### config.mk
export PLATFORM = sky130hd
export DESIGN_NAME = muldiv_unit
export DESIGN_NICKNAME = d
export VERILOG_FILES = /design/src/rtl/muldiv_pkg.sv /design/src/rtl/muldiv_iter.sv /design/src/rtl/muldiv_unit.sv
export SDC_FILE = /design/constraint.sdc
export NUM_CORES = 1
export LEC_CHECK = 0
export CORE_UTILIZATION = 25
export DETAILED_ROUTE_END_ITERATION = 16
export PLACE_DENSITY = 0.38
export SLEW_MARGIN = 5
export SYNTH_ARGS = -nofsm -noshare
export SYNTH_HDL_FRONTEND = slang
export SYNTH_SLANG_ARGS = --single-unit
### constraint.sdc
create_clock -name clk -period 11.01 [get_ports clk]
set_input_delay 2.202 -clock clk [delete_from_list [all_inputs] [get_ports clk]]
set_output_delay 2.202 -clock clk [all_outputs]
set_load 0.05 [all_outputs]
### src/rtl/muldiv_pkg.sv
// muldiv_pkg: shared definitions for the iterative multiply/divide unit.
//   - op encodings presented on muldiv_unit.op
//   - FSM state enum (IDLE / CALC / FIX)
//   - md_clog2(): width helper used to size the iteration counter
// Optional feature macro used by the files that import this package:
//   MULDIV_DIV_EN (defined = DIV/DIVU datapath compiled in).
package muldiv_pkg;

  localparam logic [2:0] MD_MULT  = 3'b000;
  localparam logic [2:0] MD_MULTU = 3'b001;
  localparam logic [2:0] MD_DIV   = 3'b010;
  localparam logic [2:0] MD_DIVU  = 3'b011;
  localparam logic [2:0] MD_MTHI  = 3'b100;
  localparam logic [2:0] MD_MTLO  = 3'b101;

  typedef enum logic [1:0] {
    IDLE = 2'd0,
    CALC = 2'd1,
    FIX  = 2'd2
  } md_state_e;

  // Number of bits needed to hold values 0..value-1 (minimum 1).
  function automatic int md_clog2(input int value);
    int r;
    r = 0;
    for (int v = value - 1; v > 0; v = v >> 1) r++;
    if (r == 0) r = 1;
    return r;
  endfunction

endpackage

### src/rtl/muldiv_iter.sv
// muldiv_iter: one combinational step of the iterative multiply/divide.
//   Multiply (i_div=0): if acc[0], add i_opnd into the upper half, then shift
//     the whole accumulator right by one with the add carry entering at the top.
//   Divide (i_div=1, MULDIV_DIV_EN only): shift {rem,dividend} left by one,
//     trial-subtract i_opnd from the remainder, restore on borrow, and shift the
//     quotient bit into acc[0].
// Ports:
//   i_div   in  1        step type select
//   i_acc   in  2*WIDTH  accumulator before the step
//   i_opnd  in  WIDTH    multiplicand or divisor
//   o_acc   out 2*WIDTH  accumulator after the step
import muldiv_pkg::*;

module muldiv_iter #(
  parameter int WIDTH = 32
) (
  input  logic               i_div,
  input  logic [2*WIDTH-1:0] i_acc,
  input  logic [WIDTH-1:0]   i_opnd,
  output logic [2*WIDTH-1:0] o_acc
);

  logic [WIDTH:0]     w_sum;
  logic [2*WIDTH-1:0] w_mul_acc;

  assign w_sum     = {1'b0, i_acc[2*WIDTH-1:WIDTH]} +
                     (i_acc[0] ? {1'b0, i_opnd} : {(WIDTH+1){1'b0}});
  assign w_mul_acc = {w_sum, i_acc[WIDTH-1:1]};

`ifdef MULDIV_DIV_EN
  logic [WIDTH:0] w_trial;
  logic [WIDTH:0] w_diff;
  logic           w_ge;

  // Remainder is always below the divisor, so the trial value fits in
  // WIDTH+1 bits and bit WIDTH of the difference is a clean borrow flag.
  assign w_trial = i_acc[2*WIDTH-1:WIDTH-1];
  assign w_diff  = w_trial - {1'b0, i_opnd};
  assign w_ge    = ~w_diff[WIDTH];

  assign o_acc = i_div ? {(w_ge ? w_diff[WIDTH-1:0] : w_trial[WIDTH-1:0]),
                          i_acc[WIDTH-2:0], w_ge}
                       : w_mul_acc;
`else
  logic w_unused_div;
  assign w_unused_div = i_div;
  assign o_acc        = w_mul_acc;
`endif

endmodule

### src/rtl/muldiv_unit.sv
// muldiv_unit: iterative MULT/MULTU/DIV/DIVU with architectural HI/LO, plus
// single-cycle MTHI/MTLO. Operands are reduced to magnitudes at launch, the
// unsigned core runs N = WIDTH/BITS_PER_CYCLE cycles in CALC, and FIX applies
// the sign correction while writing HI/LO.
// Configuration macro: MULDIV_DIV_EN (undefined = DIV/DIVU only pulse done,
// HI/LO untouched, no divide logic built).
// Ports:
//   clk    in  1      rising-edge clock
//   reset  in  1      asynchronous, active-high
//   start  in  1      launch op (only when busy=0)
//   op     in  3      operation (see muldiv_pkg)
//   a, b   in  WIDTH  rs / rt operands
//   flush  in  1      abort; wins over start
//   busy   out 1      high in CALC and FIX (pipeline stall request)
//   done   out 1      one-cycle pulse after HI/LO update
//   hi, lo out WIDTH  HI / LO registers
// Handshake: start is sampled on a rising edge only while busy=0; done is a
// single-cycle pulse that coincides with busy=0, so a new start may be
// presented in the done cycle.
import muldiv_pkg::*;

module muldiv_unit #(
  parameter int WIDTH          = 32,
  parameter int BITS_PER_CYCLE = 1
) (
  input  logic             clk,
  input  logic             reset,
  input  logic             start,
  input  logic [2:0]       op,
  input  logic [WIDTH-1:0] a,
  input  logic [WIDTH-1:0] b,
  input  logic             flush,
  output logic             busy,
  output logic             done,
  output logic [WIDTH-1:0] hi,
  output logic [WIDTH-1:0] lo
);

  localparam int N     = WIDTH / BITS_PER_CYCLE;
  localparam int CNT_W = md_clog2(N + 1);

  md_state_e          r_state, w_next_state;
  logic [CNT_W-1:0]   r_cnt;
  logic [2*WIDTH-1:0] r_acc;
  logic [WIDTH-1:0]   r_opnd;
  logic               r_div;
  logic               r_neg_lo;
  logic [WIDTH-1:0]   r_hi, r_lo;
  logic               r_done;

  logic w_launch, w_mt_hi, w_mt_lo, w_nop_done, w_write;

  // ---------------- control FSM ----------------
  always_ff @(posedge clk or posedge reset) begin
    if (reset) r_state <= IDLE;
    else       r_state <= w_next_state;
  end

  always_comb begin
    w_next_state = r_state;
    w_launch     = 1'b0;
    w_mt_hi      = 1'b0;
    w_mt_lo      = 1'b0;
    w_nop_done   = 1'b0;
    w_write      = 1'b0;
    case (r_state)
      IDLE: begin
        if (start) begin
          case (op)
            MD_MULT, MD_MULTU: w_launch = 1'b1;
`ifdef MULDIV_DIV_EN
            MD_DIV, MD_DIVU:   w_launch = 1'b1;
`else
            MD_DIV, MD_DIVU:   w_nop_done = 1'b1;
`endif
            MD_MTHI:           w_mt_hi = 1'b1;
            MD_MTLO:           w_mt_lo = 1'b1;
            default:           ;
          endcase
        end
        if (w_launch) w_next_state = CALC;
      end
      CALC: if (r_cnt == CNT_W'(1)) w_next_state = FIX;
      FIX: begin
        w_write      = 1'b1;
        w_next_state = IDLE;
      end
      default: w_next_state = IDLE;
    endcase
    if (flush) begin
      w_next_state = IDLE;
      w_launch     = 1'b0;
      w_mt_hi      = 1'b0;
      w_mt_lo      = 1'b0;
      w_nop_done   = 1'b0;
      w_write      = 1'b0;
    end
  end

  // ---------------- operand conditioning ----------------
  logic             w_signed;
  logic             w_a_neg, w_b_neg;
  logic [WIDTH-1:0] w_a_abs, w_b_abs;

  assign w_signed = ~op[0];
  assign w_a_neg  = w_signed & a[WIDTH-1];
  assign w_b_neg  = w_signed & b[WIDTH-1];
  assign w_a_abs  = w_a_neg ? -a : a;
  assign w_b_abs  = w_b_neg ? -b : b;

  // ---------------- step chain ----------------
  logic [2*WIDTH-1:0] w_chain [0:BITS_PER_CYCLE];
  assign w_chain[0] = r_acc;

  for (genvar g = 0; g < BITS_PER_CYCLE; g++) begin : g_step
    muldiv_iter #(.WIDTH(WIDTH)) u_iter (
      .i_div  (r_div),
      .i_acc  (w_chain[g]),
      .i_opnd (r_opnd),
      .o_acc  (w_chain[g+1])
    );
  end

  // ---------------- sign correction ----------------
  logic [2*WIDTH-1:0] w_res;
  logic [2*WIDTH-1:0] w_prod;

  assign w_prod = r_neg_lo ? -r_acc : r_acc;

`ifdef MULDIV_DIV_EN
  logic             r_neg_hi;
  logic             r_dz;
  logic [WIDTH-1:0] w_quo, w_rem;

  // Divide by zero: the core leaves the dividend magnitude in the remainder,
  // and re-applying the dividend sign reproduces the raw a for HI.
  assign w_quo = r_dz     ? {WIDTH{1'b1}} :
                 r_neg_lo ? -r_acc[WIDTH-1:0] : r_acc[WIDTH-1:0];
  assign w_rem = r_neg_hi ? -r_acc[2*WIDTH-1:WIDTH] : r_acc[2*WIDTH-1:WIDTH];
  assign w_res = r_div ? {w_rem, w_quo} : w_prod;

  always_ff @(posedge clk or posedge reset) begin
    if (reset) begin
      r_neg_hi <= 1'b0;
      r_dz     <= 1'b0;
    end else if (w_launch) begin
      r_neg_hi <= w_a_neg;
      r_dz     <= (b == '0);
    end
  end
`else
  assign w_res = w_prod;
`endif

  // ---------------- datapath registers ----------------
  always_ff @(posedge clk or posedge reset) begin
    if (reset) begin
      r_cnt    <= '0;
      r_acc    <= '0;
      r_opnd   <= '0;
      r_div    <= 1'b0;
      r_neg_lo <= 1'b0;
      r_hi     <= '0;
      r_lo     <= '0;
      r_done   <= 1'b0;
    end else begin
      r_done <= w_write | w_mt_hi | w_mt_lo | w_nop_done;
      if (w_launch) begin
        r_cnt    <= CNT_W'(N);
        r_neg_lo <= w_a_neg ^ w_b_neg;
`ifdef MULDIV_DIV_EN
        r_div    <= op[1];
        r_acc    <= {{WIDTH{1'b0}}, (op[1] ? w_a_abs : w_b_abs)};
        r_opnd   <= op[1] ? w_b_abs : w_a_abs;
`else
        r_div    <= 1'b0;
        r_acc    <= {{WIDTH{1'b0}}, w_b_abs};
        r_opnd   <= w_a_abs;
`endif
      end else if (r_state == CALC && !flush) begin
        r_acc <= w_chain[BITS_PER_CYCLE];
        r_cnt <= r_cnt - CNT_W'(1);
      end
      if (w_write) begin
        r_hi <= w_res[2*WIDTH-1:WIDTH];
        r_lo <= w_res[WIDTH-1:0];
      end
      if (w_mt_hi) r_hi <= a;
      if (w_mt_lo) r_lo <= a;
    end
  end

  assign busy = (r_state == CALC) || (r_state == FIX);
  assign done = r_done;
  assign hi   = r_hi;
  assign lo   = r_lo;

endmodule

; ---- After elaboration in Yosys (flattened, before gate mapping)
; Index checks and enable logic that the tools add are counted.
[word_totals]
reg_bits = 170
inputBits = 71
out_inout_bits = 66
elab_cells = 76
[op_classes]
addsub = 5
eq_ne = 10
mux = 35
bitwise = 7
n_reduce_logical = 11
[ops]
columns = cell, n
row1 = 2-to-1 mux 32 bit, 7
row2 = 2-to-1 mux 64 bit, 3
row3 = negation 32 bit, 2
row4 = negation 64 bit, 1
row5 = adder 32 x 33 -> 33 bit, 1
row6 = 2-to-1 mux 1 bit, 19
row7 = 2-to-1 mux 6 bit, 2
row8 = "== test 3 x 2 -> 1 bit, second input constant", 2
row9 = "== test 3 bit, second input constant", 2
row10 = "== test 6 x 1 -> 1 bit, second input constant", 1
row11 = 2-to-1 mux 2 bit, 3
row12 = nonzero test 2 bit, 3
row13 = "subtractor 6 x 1 -> 6 bit, second input constant", 1
row14 = one-hot mux 2 bit (2 select lines), 1
row15 = OR reduction 2 bit, 2
row16 = "== test 3 x 1 -> 1 bit, second input constant", 1
row17 = zero test 3 bit, 1
row18 = "!= test 3 x 2 -> 1 bit, second input constant", 1
row19 = "!= test 3 bit, second input constant", 1
row20 = bitwise OR 1 bit, 3
row21 = bitwise AND 1 bit, 2
row22 = "== test 2 x 1 -> 1 bit, second input constant", 1
row23 = "== test 2 bit, second input constant", 1
row24 = zero test 2 bit, 1
row25 = other kinds (6), 6

; ---- Logic depth before layout (Yosys ltp)
[depth]
ltp_word = 8
depth_mapped = 14
ltp_nobuf = 12

; ---- By module
; Synthesis repeated with hierarchy kept, for this count alone.
[hier_totals]
cells_unflattened = 1570
area_unflattened_um2 = 12532.0
[by_module_without_submodules]
columns = mod, n_inst, cells_per_inst, area_per_inst_um2, seq_area_each_um2
row1 = muldiv_unit, 1, 1217, 10103.4, 4254.1
row2 = muldiv_iter, 1, 353, 2428.6, 0.0

; ---- Worst setup path before layout
; Ideal clock, no wire load.
[synth_timing]
path_type = input port to flip-flop
start = in a[13]
end = reg r_opnd[27]
setup_ns = 0.135
t_arrival_ns = 4.303
t_required_ns = 10.875
slack_ns = 6.572
cell_stages = 9
n_path_buf = 0
cell_sequence = or4_1 nor4_1 nand2_1 nor2_1 nand2_1 or4_1 o31ai_1 xor2_1 o21ai_0
[synth_between]
elab_chain_cells = 2
[synth_rtl]
columns = element, line
row1 = from (decl), muldiv_unit.sv:30  ; input logic [WIDTH-1:0] a,
row2 = negation 32 bit, muldiv_unit.sv:108  ; assign w_a_abs = w_a_neg ? -a : a;
row3 = 2-to-1 mux 32 bit, muldiv_unit.sv:108
row4 = to (signal assigned), muldiv_unit.sv:178  ; r_opnd <= w_a_abs;
row5 = to (decl), muldiv_unit.sv:45  ; logic [WIDTH-1:0] r_opnd;
; Every way passes these cells.
; A chain may end at the register's enable or synchronous reset.

; ---- Worst setup path after layout
; Same ends and word-level chain as after synthesis.

==> results.ini <==
[run_status]
outcome=complete, no violations

[logic_synthesis]
synth-simple-area-share=0.215
ys.flop_type=dfrtp_1
synth_xor_area_frac=0.117
syn_area_per_cell_um2=8.10
yosys-top-cells-area=dfrtp_1, nand2_1, xor2_1
netlist.area_leader.share=0.369
synth_seq_area_share=0.369
yosys_warnings=0
synth_top_family_by_area=simple AND/OR/NAND/NOR gates
synth_nets=1536
synth_edf_count=0
yosys.area.top_type=dfrtp_1
syn-instance-count=1423
synth.cell_area_um2=11500
ys_types=54
ys_seq_elements=170
async_reset_ff_frac=1.00
synth-compound-area-share=0.207
muxShareOfSynthArea=0.0105
synth_fa_ha_area_frac=0.0462

[power]
power_density_nw_per_um2=222
p_leak_nw=5.61
peakVddDrop_mv=0.0823

[detailed_routing]
num_vias=10300
viasPerCell=4.88
initialDrtViolationCount=539
drt-total-wl_mm=41.5
first_pass_iters=7
drcViolationCount=0
detail-route-antenna-nets=0
wire_per_inst_um=19.6

[grt]
met3_usage=0.0225
gr-max-usage-layer=met2
use_met2=0.289
grt_pass1_vias=10400
use_met1=0.250
track_usage=0.179
grt_max_degree=76
grt_pass1_wl_mm=64.0
grt_overflow=0
antenna_found_initial=0

[clocking]
cts.clk_slew.worst_paths_ns=0.07
clock_sinks=170
worstSkewPairLatency_ns=0.46
postCtsSetupBuffers=0
cts_htree_levels=4
ctsResizeCount=0
ctsLongestPathBuffers=2
cts-root-buf=clkbuf_16
tritoncts=done
cts_buffers=17
holdBufCountCts=0

[place]
gp_congestion=0.797
dp.cells=2088
dp.final_hpwl_mm=30.3
numPortBuffers=136

[floorplanning]
fp.dieW_um=217
die_h_um=217
core_area_um2=45500
num_io_pins=137
die-area_um2=47000
floorplan.initialDensity=0.254
rows=78

[critical_path]
crit_start=a[13]
path_delay_family=simple AND/OR/NAND/NOR gates
worstPathRequired_ns=11.32
cp_slowest_cell=or4_1
path_class=in2reg
cp-end-kind=flop
worstPathMaxFanout=4
r2r_start=r_acc[0]
slowest_delay_ns=0.67
crit_buf_inv=1
crit_arrival_ns=5.23
start_kind=input pin
crit_path_cell_trace=clkdlybuf4s50_1, or4_1, nor4_1, nand2_1, nor2_1, nand2_1, or4_1, o31ai_1, xor2_1, o21ai_0

[sta]
fin_setup_tns_ns=0
min_period_ns=4.92
rsz0062_at_grt=no
whs_ns=0.470
hold_violations=0
tightest_slew_ns=1.16
fmax_ghz=0.203
fin_crit_sh=0.447
skew_ns=0.0100
finalSetupViolCount=0
drv_slew=0
relSlewSlack=0.221

[cells_and_area]
area_growth_pct=21.6
diodes=0
mostFrequentLayoutCells=nand2_1, dfrtp_1, clkdlybuf4s50_1
final_common_cell=nand2_1
fill_cells=4963
nets=1620
drive_above_1_share=0.0474
finalNonFillerCells=2120

[min_path]
hold_start=r_opnd[10]
min-delay-path-class=reg2reg

[job]
drv_cap=0

registers in the layout, summed over array words and instances, names as in the netlist:
signal and flops:
r_acc 64, r_opnd 32, lo 32, done 1, r_cnt 6, hi 32, r_state 2, r_neg_lo 1
per-layer routing:
layer / wire (µm) / share of wire
met1: 20300 / 0.49
met2: 19500 / 0.47
met3: 1080 / 0.026
met4: 621 / 0.015
met5: 0 / 0
cell families after synthesis:
group	Yosys count
flops	170
mux	12
compound gates	386
fa+ha+maj	42
simple gates	554
buf+inv	105
xor+xnor	154
final timing paths:
kind / end / slack (ns) / cells after the start
max: r_opnd[27] / 6.09 / 10
min: r_opnd[10] / 0.47 / 2
max reg2reg: r_acc[63] / 6.91 / 13
min reg2reg: r_opnd[10] / 0.47 / 2
max in group asynchronous: r_neg_lo / 7.49 / 3
min in group asynchronous: lo[6] / 2.16 / 2
power breakdown:
group	switching (W)	internal (W)
clock	0.000289	0.000319
combinational	0.000890	0.000528
sequential	0.000257	0.000834
total	0.00144	0.00168
synth_stat cells (2+ instances only):
master    number
nand2_1      284
dfrtp_1      170
o21ai_0      128
nor2_1       106
a21oi_1       95
xor2_1        92
clkbuf_1      70
xnor2_1       62
ha_1          41
a31oi_1       38
o31ai_1       38
and2_1        37
o221ai_1      28
nand3_1       24
inv_1         20
nor3_1        19
a21o_1        16
or3_1         14
or4_1         14
buf_1         11
mux2i_1       11
nor4_1        11
nand2b_1      10
nand4_1       10
nor2b_1       10
o41ai_1       10
o21bai_1       7
and3_1         4
o22ai_1        4
or2_2          4
a211oi_1       3
o21ai_1        3
a21boi_0       2
a221oi_1       2
a31o_2         2
nand2b_4       2
nor3b_1        2
o211ai_1       2
o21a_1         2
layout make-up:
cell class / instances / area (µm²) / area share
multi-input cells: 1148 / 6910 / 0.493
flip-flops and latches: 170 / 4260 / 0.303
repair buffers: 150 / 1470 / 0.105
well taps: 600 / 751 / 0.0535
clock buffers: 18 / 439 / 0.0313
clock inverters: 14 / 123 / 0.00874
inverters: 20 / 80.1 / 0.00571
worst min-delay path: stages, from the launching register on:
cell	delay, ns
dfrtp_1	0.34
nand2_1	0.04
o21ai_0	0.06
through the flow:
step           worst slack (ns)   util  power (W)  cell area [µm²]
2_1_floorplan              4.20      -    0.00201            11500
3_3_place_gp               5.66  0.296    0.00253            13500
3_5_place_dp               5.62  0.296    0.00253            13500
4_1_cts                    6.11  0.308    0.00315            14000
5_1_grt                    5.91  0.308    0.00333            14000
6_report                   6.09  0.308    0.00312            14000
Note: power is estimated with default switching activity, not from simulation.
